## config.mk

```make
export PLATFORM = sky130hd
export DESIGN_NAME = cache_arbiter
export DESIGN_NICKNAME = d
export VERILOG_FILES = /design/src/rtl/cache_arbiter.sv
export SDC_FILE = /design/constraint.sdc
export NUM_CORES = 1
export LEC_CHECK = 0
export ABC_AREA = 0
export CORE_AREA = 4 4 533 535
export CTS_BUF_LIST = sky130_fd_sc_hd__clkbuf_8
export DETAILED_ROUTE_END_ITERATION = 8
export DIE_AREA = 0 0 537 539
export GPL_TIMING_DRIVEN = 0
export HOLD_SLACK_MARGIN = 0.03
export PLACE_DENSITY = 0.3
export SETUP_SLACK_MARGIN = 0.1
export SYNTH_ARGS = -nofsm -noshare
export SYNTH_HDL_FRONTEND = slang
export SYNTH_SLANG_ARGS = --single-unit
```

## constraint.sdc

```tcl
create_clock -name clk -period 3.1 [get_ports clk]
set_input_delay 0.62 -clock clk [delete_from_list [all_inputs] [get_ports clk]]
set_output_delay 0.62 -clock clk [all_outputs]
set_load 0.05 [all_outputs]
```

## src/rtl/cache_arbiter.sv

```systemverilog
// cache_arbiter: round-robin arbiter that shares one line-wide memory
// port between the instruction cache and the data cache.
module cache_arbiter #(
    parameter int LINE_WIDTH = 256
) (
    input  logic                  clk,
    input  logic                  rst,
    input  logic                  i_read,
    input  logic [31:0]           i_address,
    output logic [LINE_WIDTH-1:0] i_rdata,
    output logic                  i_resp,
    input  logic                  d_read,
    input  logic                  d_write,
    input  logic [31:0]           d_address,
    input  logic [LINE_WIDTH-1:0] d_wdata,
    output logic [LINE_WIDTH-1:0] d_rdata,
    output logic                  d_resp,
    output logic                  pmem_read,
    output logic                  pmem_write,
    output logic [31:0]           pmem_address,
    output logic [LINE_WIDTH-1:0] pmem_wdata,
    input  logic [LINE_WIDTH-1:0] pmem_rdata,
    input  logic                  pmem_resp
);

    typedef enum logic [1:0] {
        IDLE    = 2'd0,
        SERVE_I = 2'd1,
        SERVE_D = 2'd2
    } state_e;

    state_e state_q, state_d;
    logic   last_d_q, last_d_d;
    logic   d_req;

    assign d_req = d_read | d_write;

    // Read data goes to both caches; only the resp pulse qualifies it.
    assign i_rdata = pmem_rdata;
    assign d_rdata = pmem_rdata;

    // Next state; last_d only moves when IDLE hands out a grant.
    always_comb begin
        state_d  = state_q;
        last_d_d = last_d_q;
        unique case (state_q)
            IDLE: begin
                if (i_read && (!d_req || last_d_q)) begin
                    state_d  = SERVE_I;
                    last_d_d = 1'b0;
                end else if (d_req) begin
                    state_d  = SERVE_D;
                    last_d_d = 1'b1;
                end
            end
            SERVE_I, SERVE_D: begin
                if (pmem_resp) begin
                    state_d = IDLE;
                end
            end
            default: state_d = IDLE;
        endcase
    end

    // State and grant history; reset favours I on the first contention.
    always_ff @(posedge clk) begin
        if (rst) begin
            state_q  <= IDLE;
            last_d_q <= 1'b1;
        end else begin
            state_q  <= state_d;
            last_d_q <= last_d_d;
        end
    end

    // Memory port and resp steering; forced idle while rst is high.
    always_comb begin
        pmem_read    = 1'b0;
        pmem_write   = 1'b0;
        pmem_address = '0;
        pmem_wdata   = '0;
        i_resp       = 1'b0;
        d_resp       = 1'b0;
        if (!rst) begin
            unique case (state_q)
                SERVE_I: begin
                    pmem_read    = 1'b1;
                    pmem_address = i_address;
                    i_resp       = pmem_resp;
                end
                SERVE_D: begin
                    pmem_read    = d_read & ~d_write;
                    pmem_write   = d_write;
                    pmem_address = d_address;
                    pmem_wdata   = d_wdata;
                    d_resp       = pmem_resp;
                end
                default: begin
                end
            endcase
        end
    end

endmodule

```

==> impl_metrics.json, run 1 <==
{
  "status": "finished clean",
  "final.setup.tns_ns": 0,
  "skew_ns": 0.00138,
  "synth_cell_types": 22,
  "power_mw": 5.07,
  "cts_root_buf": "clkbuf_8",
  "synth_top_area_cell": "buf_4",
  "drc_errors": 0,
  "fmax_mhz": 344,
  "crit_top_cell": "buf_2",
  "r2r_end": "state_q[1]",
  "crit_end": "pmem_wdata[216]",
  "min_period_ns": 2.90,
  "cp.required_ns": 2.48,
  "grt_pass1_wl_um": 214000,
  "worstSetupPathType": "in -> out",
  "portBuffers": 1129,
  "reg2reg_from": "state_q[0]",
  "crit_arrival_ns": 2.28,
  "cp_num_buf_inv": 4,
  "place_congestion": 0.937,
  "power_density_nw_per_um2": 233,
  "crit_fanout": 10,
  "dpl.hpwl_um": 184000,
  "drt_iter0_drc": 329,
  "cts_buffer_depth": 2,
  "fillers": 32700,
  "synthMuxAreaShare_pct": 0,
  "grt_start_max_net_pins": 11,
  "finalHoldViolCount": 0,
  "first_pass_iters": 4,
  "final_max_slew_viol_count": 0,
  "cap_violations": 0,
  "yosys_warnings": 0,
  "synth_top_family_by_area": "buffers and inverters",
  "vdd_drop_max_v": 0.0000924,
  "worstMarginPinSlew_ns": 1.11,
  "reg2reg_depth": 5,
  "synth_xor_area_share_pct": 0,
  "vias": 10700,
  "die_y_um": 539,
  "synth-simple-area-share_pct": 28.9,
  "grtUsageTotal_pct": 12.4,
  "core_area_um2": 279000,
  "drt-total-wl_um": 189000,
  "synth-seq-cells": 3,
  "synthesis.nets": 1486,
  "io_pins": 1386,
  "antenna_found_initial": 137,
  "cts_setup_buffers": 0,
  "antenna_left": 0,
  "ctsHoldBuffers": 0,
  "syn_inst": 901,
  "die_area_um2": 289000,
  "avgSynthCellArea_um2": 6.92,
  "slowest_delay_ns": 0.42,
  "crit_family": "buffers and inverters",
  "yosys.area_share.adder_pct": 0.602,
  "numCtsBuffers": 3,
  "grt_pass1_vias": 11400,
  "setup.worst_path.start": "rst",
  "cp-start-kind": "primary input",
  "nNetsFinal": 2620,
  "drive_above_1_share_pct": 42.7,
  "synth-compound-area-share_pct": 4.66,
  "rsz0062_at_grt": "false",
  "cp_cell_sequence": "dlygate4sd2_1 > and2b_4 > buf_12 > buf_2 > and2_1 > buf_2",
  "slew_headroom_pct": 26.1,
  "hold-worst-slack_ns": 0.490,
  "synth.top_cell.area_share_pct": 61.6,
  "initial_core_util_pct": 2.24,
  "synth_area_leaders": "buf_4 (62%), and2_1 (26%), a22oi_1 (3.9%)",
  "cp_num_cells": 6,
  "end_kind": "primary output",
  "hp-class": "reg -> reg",
  "row_count": 194,
  "via_per_inst": 1.85,
  "setup_viol": 0,
  "timing.final.crit_share_pct": 93.6,
  "cts_sinks": 3,
  "netlist_area_um2": 6230,
  "seq_area_frac_synth_pct": 0.963,
  "h-tree-depth": 1,
  "clock_latency_ns": 0.21,
  "clk_pin_slew_ns": 0.03,
  "grt-ovfl-total": 0,
  "r2r_slack_ns": 1.64,
  "die_w_um": 537,
  "cts_tree": "yes",
  "area_growth_pct": 249,
  "p_leak_nw": 8.51,
  "wl_per_cell_um": 32.7,
  "crit_path_top_delay_cell": "and2b_4"
}
-- Yosys cell counts --
cell,count
a21oi_1,2
a21oi_2,1
a22o_1,1
a22oi_1,32
a31oi_1,1
a32o_2,1
and2_1,258
and2b_1,1
and3b_1,1
buf_2,29
buf_4,512
clkbuf_1,11
dfxtp_1,3
ha_1,3
inv_1,4
nand2_1,1
nand2b_1,2
nor2_1,34
nor3b_1,1
o21ai_0,1
or2_2,1
or4b_4,1
-- layout make-up --
cell class | instances | area [um2] | share of cell area [%]
clock buffers | 3 | 41.3 | 0.190
diodes | 31 | 77.6 | 0.356
inverters | 4 | 15.0 | 0.0689
well taps | 3724 | 4660 | 21.4
flip-flops and latches | 3 | 60.1 | 0.276
multi-input cells | 342 | 2170 | 9.95
repair buffers | 1129 | 10600 | 48.8
plain buffers | 552 | 4130 | 18.9
clock inverters | 1 | 3.75 | 0.0172
-- report_power, final --
group | switching [mW] | internal (mW)
Sequential | 0.00435 | 0.0450
Combinational | 3.21 | 1.70
Clock | 0.0247 | 0.0842
-- registers in the layout (all words and copies together) (netlist names) --
signal / flops
last_d_q: 1
state_q: 2
-- what timing repair did --
action	in CTS	in global routing
resized for setup	1637	3
setup endpoints to repair	292	2
endpoints found under the hold margin	0	0
-- layout by cell type, fill, tap and decap left out, drive strengths merged --
master and n:
clkdlybuf4s50 835, buf 794, and2 258, clkdlybuf4s15 35, nor2 34, a22oi 32
diode 31, clkbuf 15, inv 5, dlygate4sd2 4, ha 3, dfxtp 3
a21oi 3, nand2b 2, and2b 1, a31oi 1, and3b 1, or2 1
nor3b 1, or4b 1, a32o 1, a22o 1, nand2 1, o21ai 1
dlymetal6s2s 1
-- kinds of logic after synthesis --
family          Yosys count
fa+ha+maj                 3
simple gates            300
flops                     3
compound gates           39
buf+inv                 556
-- worst min path at each step --
stage,start,slack (ns),to,cells after the start
2_1_floorplan,last_d_q,0.45,last_d_q,2
3_3_place_gp,last_d_q,0.49,last_d_q,2
3_5_place_dp,last_d_q,0.49,last_d_q,2
4_1_cts,last_d_q,0.50,last_d_q,2
5_1_grt,last_d_q,0.53,last_d_q,2
6_report,last_d_q,0.49,last_d_q,2
-- per-stage QoR --
step           area, um2  setup WS, ns  util [%]  cells
6_report           21800         0.197      7.81   5789
5_1_grt            21700         0.121      7.79   5762
3_3_place_gp       22200         -1.69      7.96   5754
2_1_floorplan       6230         0.745         -    901
3_5_place_dp       22200         -1.67      7.96   5754
4_1_cts            21700        0.0877      7.78   5758
-- tightest hold or removal path: stages (launching register included) --
cell and delay, ns:
dfxtp_1 0.33, a21oi_1 0.06, o21ai_0 0.06
-- routing by layer --
layer  up-vias  part of all wire [%]  track usage [%]  wire length, um
met2      1126                    43             19.7            82100
met3       210                    12             5.51            22000
met5         -                 0.062                0              117
met1      4818                    44             16.1            83000
li1       4538                     -                -                -
met4        18                   1.0            0.645             1940
Power figures use the tool's default switching activity.
==> run 2: changes to the inputs <==
CORE_AREA = 2 2 546 548   (was 4 4 533 535)
DIE_AREA = 0 0 548 550   (was 0 0 537 539)
==> run 2 against run 1 <==
Against the previous run:
- clock skew hardly changed
- clock power hardly changed
- register-to-register slack better by 0.05 ns
- total power is 0.12% higher
- first-iteration DRC count is 50% higher
- clock-buffer cell count stayed put
- global-route usage is 0.66 points lower
- worst setup slack worse by 0.070 ns
- die area is 4.1% higher
- final area is 1.3% higher
- largest cell class unchanged
- highest routed layer unchanged
==> impl_metrics.json, run 2 (synthesized netlist as in run 1, its figures left out) <==
{
  "final_common_cell": "clkdlybuf4s50_1",
  "reg_top3": "state_q x2, last_d_q x1",
  "cts_root_buf": "clkbuf_8",
  "swShare_pct": 64.0,
  "largest_reg_flops": 2,
  "layout_common_cells": "clkdlybuf4s50_1 (835), buf_4 (605), and2_1 (250)",
  "setup_viol": 0,
  "grtUsageTotal_pct": 11.7,
  "antenna_left": 0,
  "clockPowerShare_pct": 2.2,
  "status": "finished clean",
  "rsz0062_at_grt": "false",
  "vdd_drop_max_v": 0.000113,
  "grt-ovfl-total": 0,
  "utilization_pct": 7.47,
  "die_area_um2": 301000,
  "vias": 11100,
  "wl_per_cell_um": 31.0,
  "cp_cell_sequence": "dlygate4sd2_1 > and2b_4 > buf_4 > buf_6 > buf_2 > and2_1 > buf_2",
  "cp.required_ns": 2.48,
  "drt-total-wl_um": 186000,
  "finalNonFillerCells": 5993,
  "place_inst": 5969,
  "nNetsFinal": 2622,
  "slew_headroom_pct": 25.3,
  "numCtsBuffers": 3,
  "timing.final.crit_share_pct": 95.9,
  "fmax_mhz": 336,
  "die_w_um": 548,
  "cp-start-kind": "primary input",
  "crit_family": "buffers and inverters",
  "min_period_ns": 2.97,
  "end_kind": "primary output",
  "drc_errors": 0,
  "antenna_found_initial": 118,
  "portBuffers": 1129,
  "worstMarginPinSlew_ns": 1.12,
  "seqPwrFrac_pct": 1.0,
  "initial_core_util_pct": 2.11,
  "comb_power_share_pct": 96.8,
  "io_pins": 1386,
  "core_area_um2": 296000,
  "clock_latency_ns": 0.22,
  "cts_buffer_depth": 2,
  "grt_start_max_net_pins": 11,
  "hp-class": "reg -> reg",
  "area_growth_pct": 254,
  "slowest_delay_ns": 0.32,
  "drive_above_1_share_pct": 40.8,
  "crit_top_cell": "buf_2",
  "final_max_slew_viol_count": 0,
  "regMostFlops": "state_q",
  "crit_arrival_ns": 2.35,
  "cts_tree": "yes",
  "cts_sinks": 3,
  "dpl.hpwl_um": 181000,
  "clk_pin_slew_ns": 0.03,
  "worstSetupPathType": "in -> out",
  "grt_pass1_vias": 11200,
  "switching_power_mw": 3.25,
  "place_congestion": 1.04,
  "ctsHoldBuffers": 0,
  "cp_num_buf_inv": 5,
  "drt_iter0_drc": 492,
  "cap_violations": 0,
  "skew_ns": 0.00173,
  "finalHoldViolCount": 0,
  "crit_fanout": 10,
  "grt_pass1_wl_um": 210000,
  "h-tree-depth": 1,
  "row_count": 200,
  "via_per_inst": 1.85,
  "first_pass_iters": 5,
  "p_leak_nw": 8.59,
  "crit_path_top_delay_cell": "dlygate4sd2_1",
  "power_density_nw_per_um2": 230,
  "p_int_mw": 1.83,
  "die_y_um": 550,
  "power_mw": 5.07
}
==> run 2: cell count changes in the layout (fill, tap and decap cells not counted), sizes merged <==
cell and change:
diode -13, buf -32, dlygate4sd2 +23, clkbuf +31, clkdlybuf4s15 -20
==> run 2: power groups by stage <==
stage	clock (mW)	combinational, mW	sequential [mW]
2_1_floorplan	0	2.69	0.0488
3_3_place_gp	0	5.04	0.0503
3_5_place_dp	0	5.03	0.0501
4_1_cts	0.115	5.00	0.0499
5_1_grt	0.119	5.10	0.0505
6_report	0.112	4.91	0.0497
==> run 2: worst paths after layout <==
path / startpoint / end / slack [ns] / cells past startpoint
hold / removal: last_d_q / last_d_q / 0.49 / 2
setup / recovery: rst / pmem_wdata[252] / 0.13 / 7
setup reg to reg: state_q[0] / state_q[1] / 1.69 / 5
hold reg to reg: last_d_q / last_d_q / 0.49 / 2
==> run 2: final cells by class <==
type / count / area (um2)
fillers: 34700 / 273000
repair buffers: 1131 / 10800
well taps: 3939 / 4930
plain buffers: 552 / 4070
multi-input cells: 342 / 2140
flip-flops and latches: 3 / 60.1
diodes: 18 / 45.0
clock buffers: 3 / 41.3
inverters: 4 / 15.0
clock inverters: 1 / 3.75
==> run 2: worst min-delay path: cells and delay by family (launching register included) <==
family,cells,cell delay (ns)
DFF,1,0.33
AOI/OAI and AO/OA,2,0.12
==> run 2: repair_timing <==
item                        CTS  global route
buffers inserted              2             0
setup endpoints to repair   292           211
gates resized for setup    1510            85
==> run 2: stage by stage <==
step | instance area [um2] | hold WS [ns] | setup slack (ns) | setup TNS [ns]
floorplan | 6230 | 0.447 | 0.745 | 0
global placement | 22500 | 0.494 | -2.25 | -494.54
detailed placement | 22500 | 0.484 | -2.24 | -489.16
CTS | 21900 | 0.495 | 0.00850 | 0
global route | 22000 | 0.544 | 0.0997 | 0
finish | 22100 | 0.488 | 0.128 | 0
==> run 2: routing by layer <==
layer	vias to the layer above	share of wire, %	GRT usage [%]
li1	4529	-	-
met1	5073	43	14.8
met2	1207	42	18.1
met3	226	13	6.28
met4	36	1.3	0.960
met5	-	0.19	0
==> run 3: changes to the inputs <==
RECOVER_POWER = 100   (was not set)
==> run 3 against run 2 <==
Against the previous run:
- total power shrank 3.8%
- final cell count increased by 0.10%
- first-iteration DRC count shrank 10%
- worst hold slack got worse by 0.0011 ns
- wire length about the same
- combinational power fell by 4%
- critical path type unchanged
- critical endpoint is now pmem_wdata[153]
- largest cell class unchanged
==> impl_metrics.json, run 3 (synthesized netlist as in run 1, its figures left out) <==
{
  "wl_per_cell_um": 31.0,
  "fin_area_um2": 21700,
  "worstSetupPathType": "in -> out",
  "row_count": 200,
  "p_leak_nw": 8.57,
  "clock_latency_ns": 0.22,
  "nNetsFinal": 2622,
  "cts_sinks": 3,
  "crit_path_top_delay_cell": "buf_2",
  "final_common_cell": "buf_4",
  "rsz0062_at_grt": "false",
  "clk_pin_slew_ns": 0.03,
  "cp_num_buf_inv": 5,
  "setup_viol": 0,
  "placed_area_um2": 22500,
  "vdd_drop_max_v": 0.000112,
  "cp.required_ns": 2.48,
  "finalHoldViolCount": 0,
  "core_area_um2": 296000,
  "die_y_um": 550,
  "crit_top_cell": "buf_2",
  "grtUsageTotal_pct": 11.7,
  "crit_fanout": 10,
  "cts_tree": "yes",
  "regMostFlops": "state_q",
  "fmax_mhz": 334,
  "end_kind": "primary output",
  "initial_core_util_pct": 2.11,
  "layout_common_cells": "buf_4 (546), dlygate4sd3_1 (515), clkdlybuf4s50_1 (320)",
  "cts_root_buf": "clkbuf_8",
  "swShare_pct": 66.3,
  "drt-total-wl_um": 186000,
  "h-tree-depth": 1,
  "hold-worst-slack_ns": 0.487,
  "antenna_left": 0,
  "dpl.hpwl_um": 181000,
  "first_pass_iters": 5,
  "grt_pass1_vias": 11200,
  "status": "finished clean",
  "cts_buffer_depth": 2,
  "crit_arrival_ns": 2.37,
  "drive_above_1_share_pct": 40.4,
  "crit_family": "buffers and inverters",
  "cp_cell_sequence": "dlygate4sd2_1 > and2b_4 > buf_12 > buf_6 > buf_2 > and2_1 > buf_2",
  "switching_power_mw": 3.23,
  "cp-start-kind": "primary input",
  "worstMarginPinSlew_ns": 1.16,
  "drt_iter0_drc": 442,
  "numCtsBuffers": 3,
  "drc_errors": 0,
  "cap_violations": 0,
  "portBuffers": 1129,
  "final_max_slew_viol_count": 0,
  "grt_start_max_net_pins": 11,
  "area_growth_pct": 248,
  "grt_pass1_wl_um": 210000,
  "antenna_found_initial": 121,
  "via_per_inst": 1.85,
  "comb_power_share_pct": 96.7,
  "final.setup.tns_ns": 0,
  "utilization_pct": 7.34,
  "place_congestion": 1.04,
  "slowest_delay_ns": 0.37,
  "ctsHoldBuffers": 0,
  "die_w_um": 548,
  "power_mw": 4.88,
  "timing.final.crit_share_pct": 96.6,
  "skew_ns": 0.00164,
  "clockPowerShare_pct": 2.3,
  "slew_headroom_pct": 22.4,
  "reg_top3": "state_q x2, last_d_q x1",
  "power_density_nw_per_um2": 225,
  "grt-ovfl-total": 0,
  "hp-class": "reg -> reg",
  "vias": 11100,
  "io_pins": 1386,
  "min_period_ns": 2.99,
  "die_area_um2": 301000,
  "seqPwrFrac_pct": 1.0,
  "p_int_mw": 1.65,
  "largest_reg_flops": 2
}
## run 3: cell types whose count changed in the layout (fill, tap and decap cells not counted), moves of 39 or more
cell | previous run | this run
buf_2 | 92 | 47
buf_4 | 605 | 546
buf_6 | 54 | 15
clkbuf_2 | 14 | 119
clkbuf_4 | 27 | 71
clkdlybuf4s50_1 | 835 | 320
dlygate4sd3_1 | 0 | 515
## run 3: stage by stage
step | cells | setup slack, ns
global placement | 5969 | -2.25
CTS | 5975 | 0.00850
floorplan | 901 | 0.745
global route | 5980 | 0.0506
finish | 5999 | 0.106
detailed placement | 5969 | -2.24
## run 3: final cells by class
class | count | area (um2)
antenna | 24 | 60.1
buffer | 552 | 4070
clock buffer | 3 | 41.3
clock inverter | 1 | 3.75
fill | 34800 | 274000
inverter | 4 | 15.0
multi-input combinational | 342 | 2140
sequential | 3 | 60.1
tap | 3939 | 4930
timing repair buffer | 1131 | 10400
## run 3: path summary, 6_finish.rpt
kind                            depth (start not counted)               to  startpoint  slack, ns
worst max register to register                          5       state_q[1]  state_q[0]       1.49
worst min-delay path                                    2         last_d_q    last_d_q       0.49
worst min register to register                          2         last_d_q    last_d_q       0.49
worst max-delay path                                    7  pmem_wdata[153]         rst       0.11
## run 3: power groups by stage
| stage | Sequential (mW) | Combinational [mW] | Clock [mW] |
|---|---|---|---|
| 2_1_floorplan | 0.0488 | 2.69 | 0 |
| 3_3_place_gp | 0.0503 | 5.04 | 0 |
| 3_5_place_dp | 0.0501 | 5.03 | 0 |
| 4_1_cts | 0.0499 | 5.00 | 0.115 |
| 5_1_grt | 0.0505 | 4.90 | 0.119 |
| 6_report | 0.0497 | 4.72 | 0.112 |
## run 3: what timing repair did
item,CTS,global route
buffers inserted,2,0
resized for setup,1510,85
pin swaps,0,0
endpoints found under the setup margin,292,211
hold endpoints to repair,0,0
## run 3: layer usage
| metal | GRT usage [%] | share of wire [%] | vias up |
|---|---|---|---|
| met2 | 18.1 | 42 | 1193 |
| met1 | 14.8 | 42 | 5074 |
| met5 | 0 | 0.19 | - |
| met4 | 0.960 | 1.7 | 36 |
| met3 | 6.28 | 14 | 240 |
| li1 | - | - | 4537 |
## run 3: worst reg2reg max path, stage by stage, from the launching register on
cell and delay, ns:
dfxtp_1 0.32, inv_1 0.08, ha_1 0.18, or4b_2 0.59
a21oi_1 0.22, a22o_1 0.16
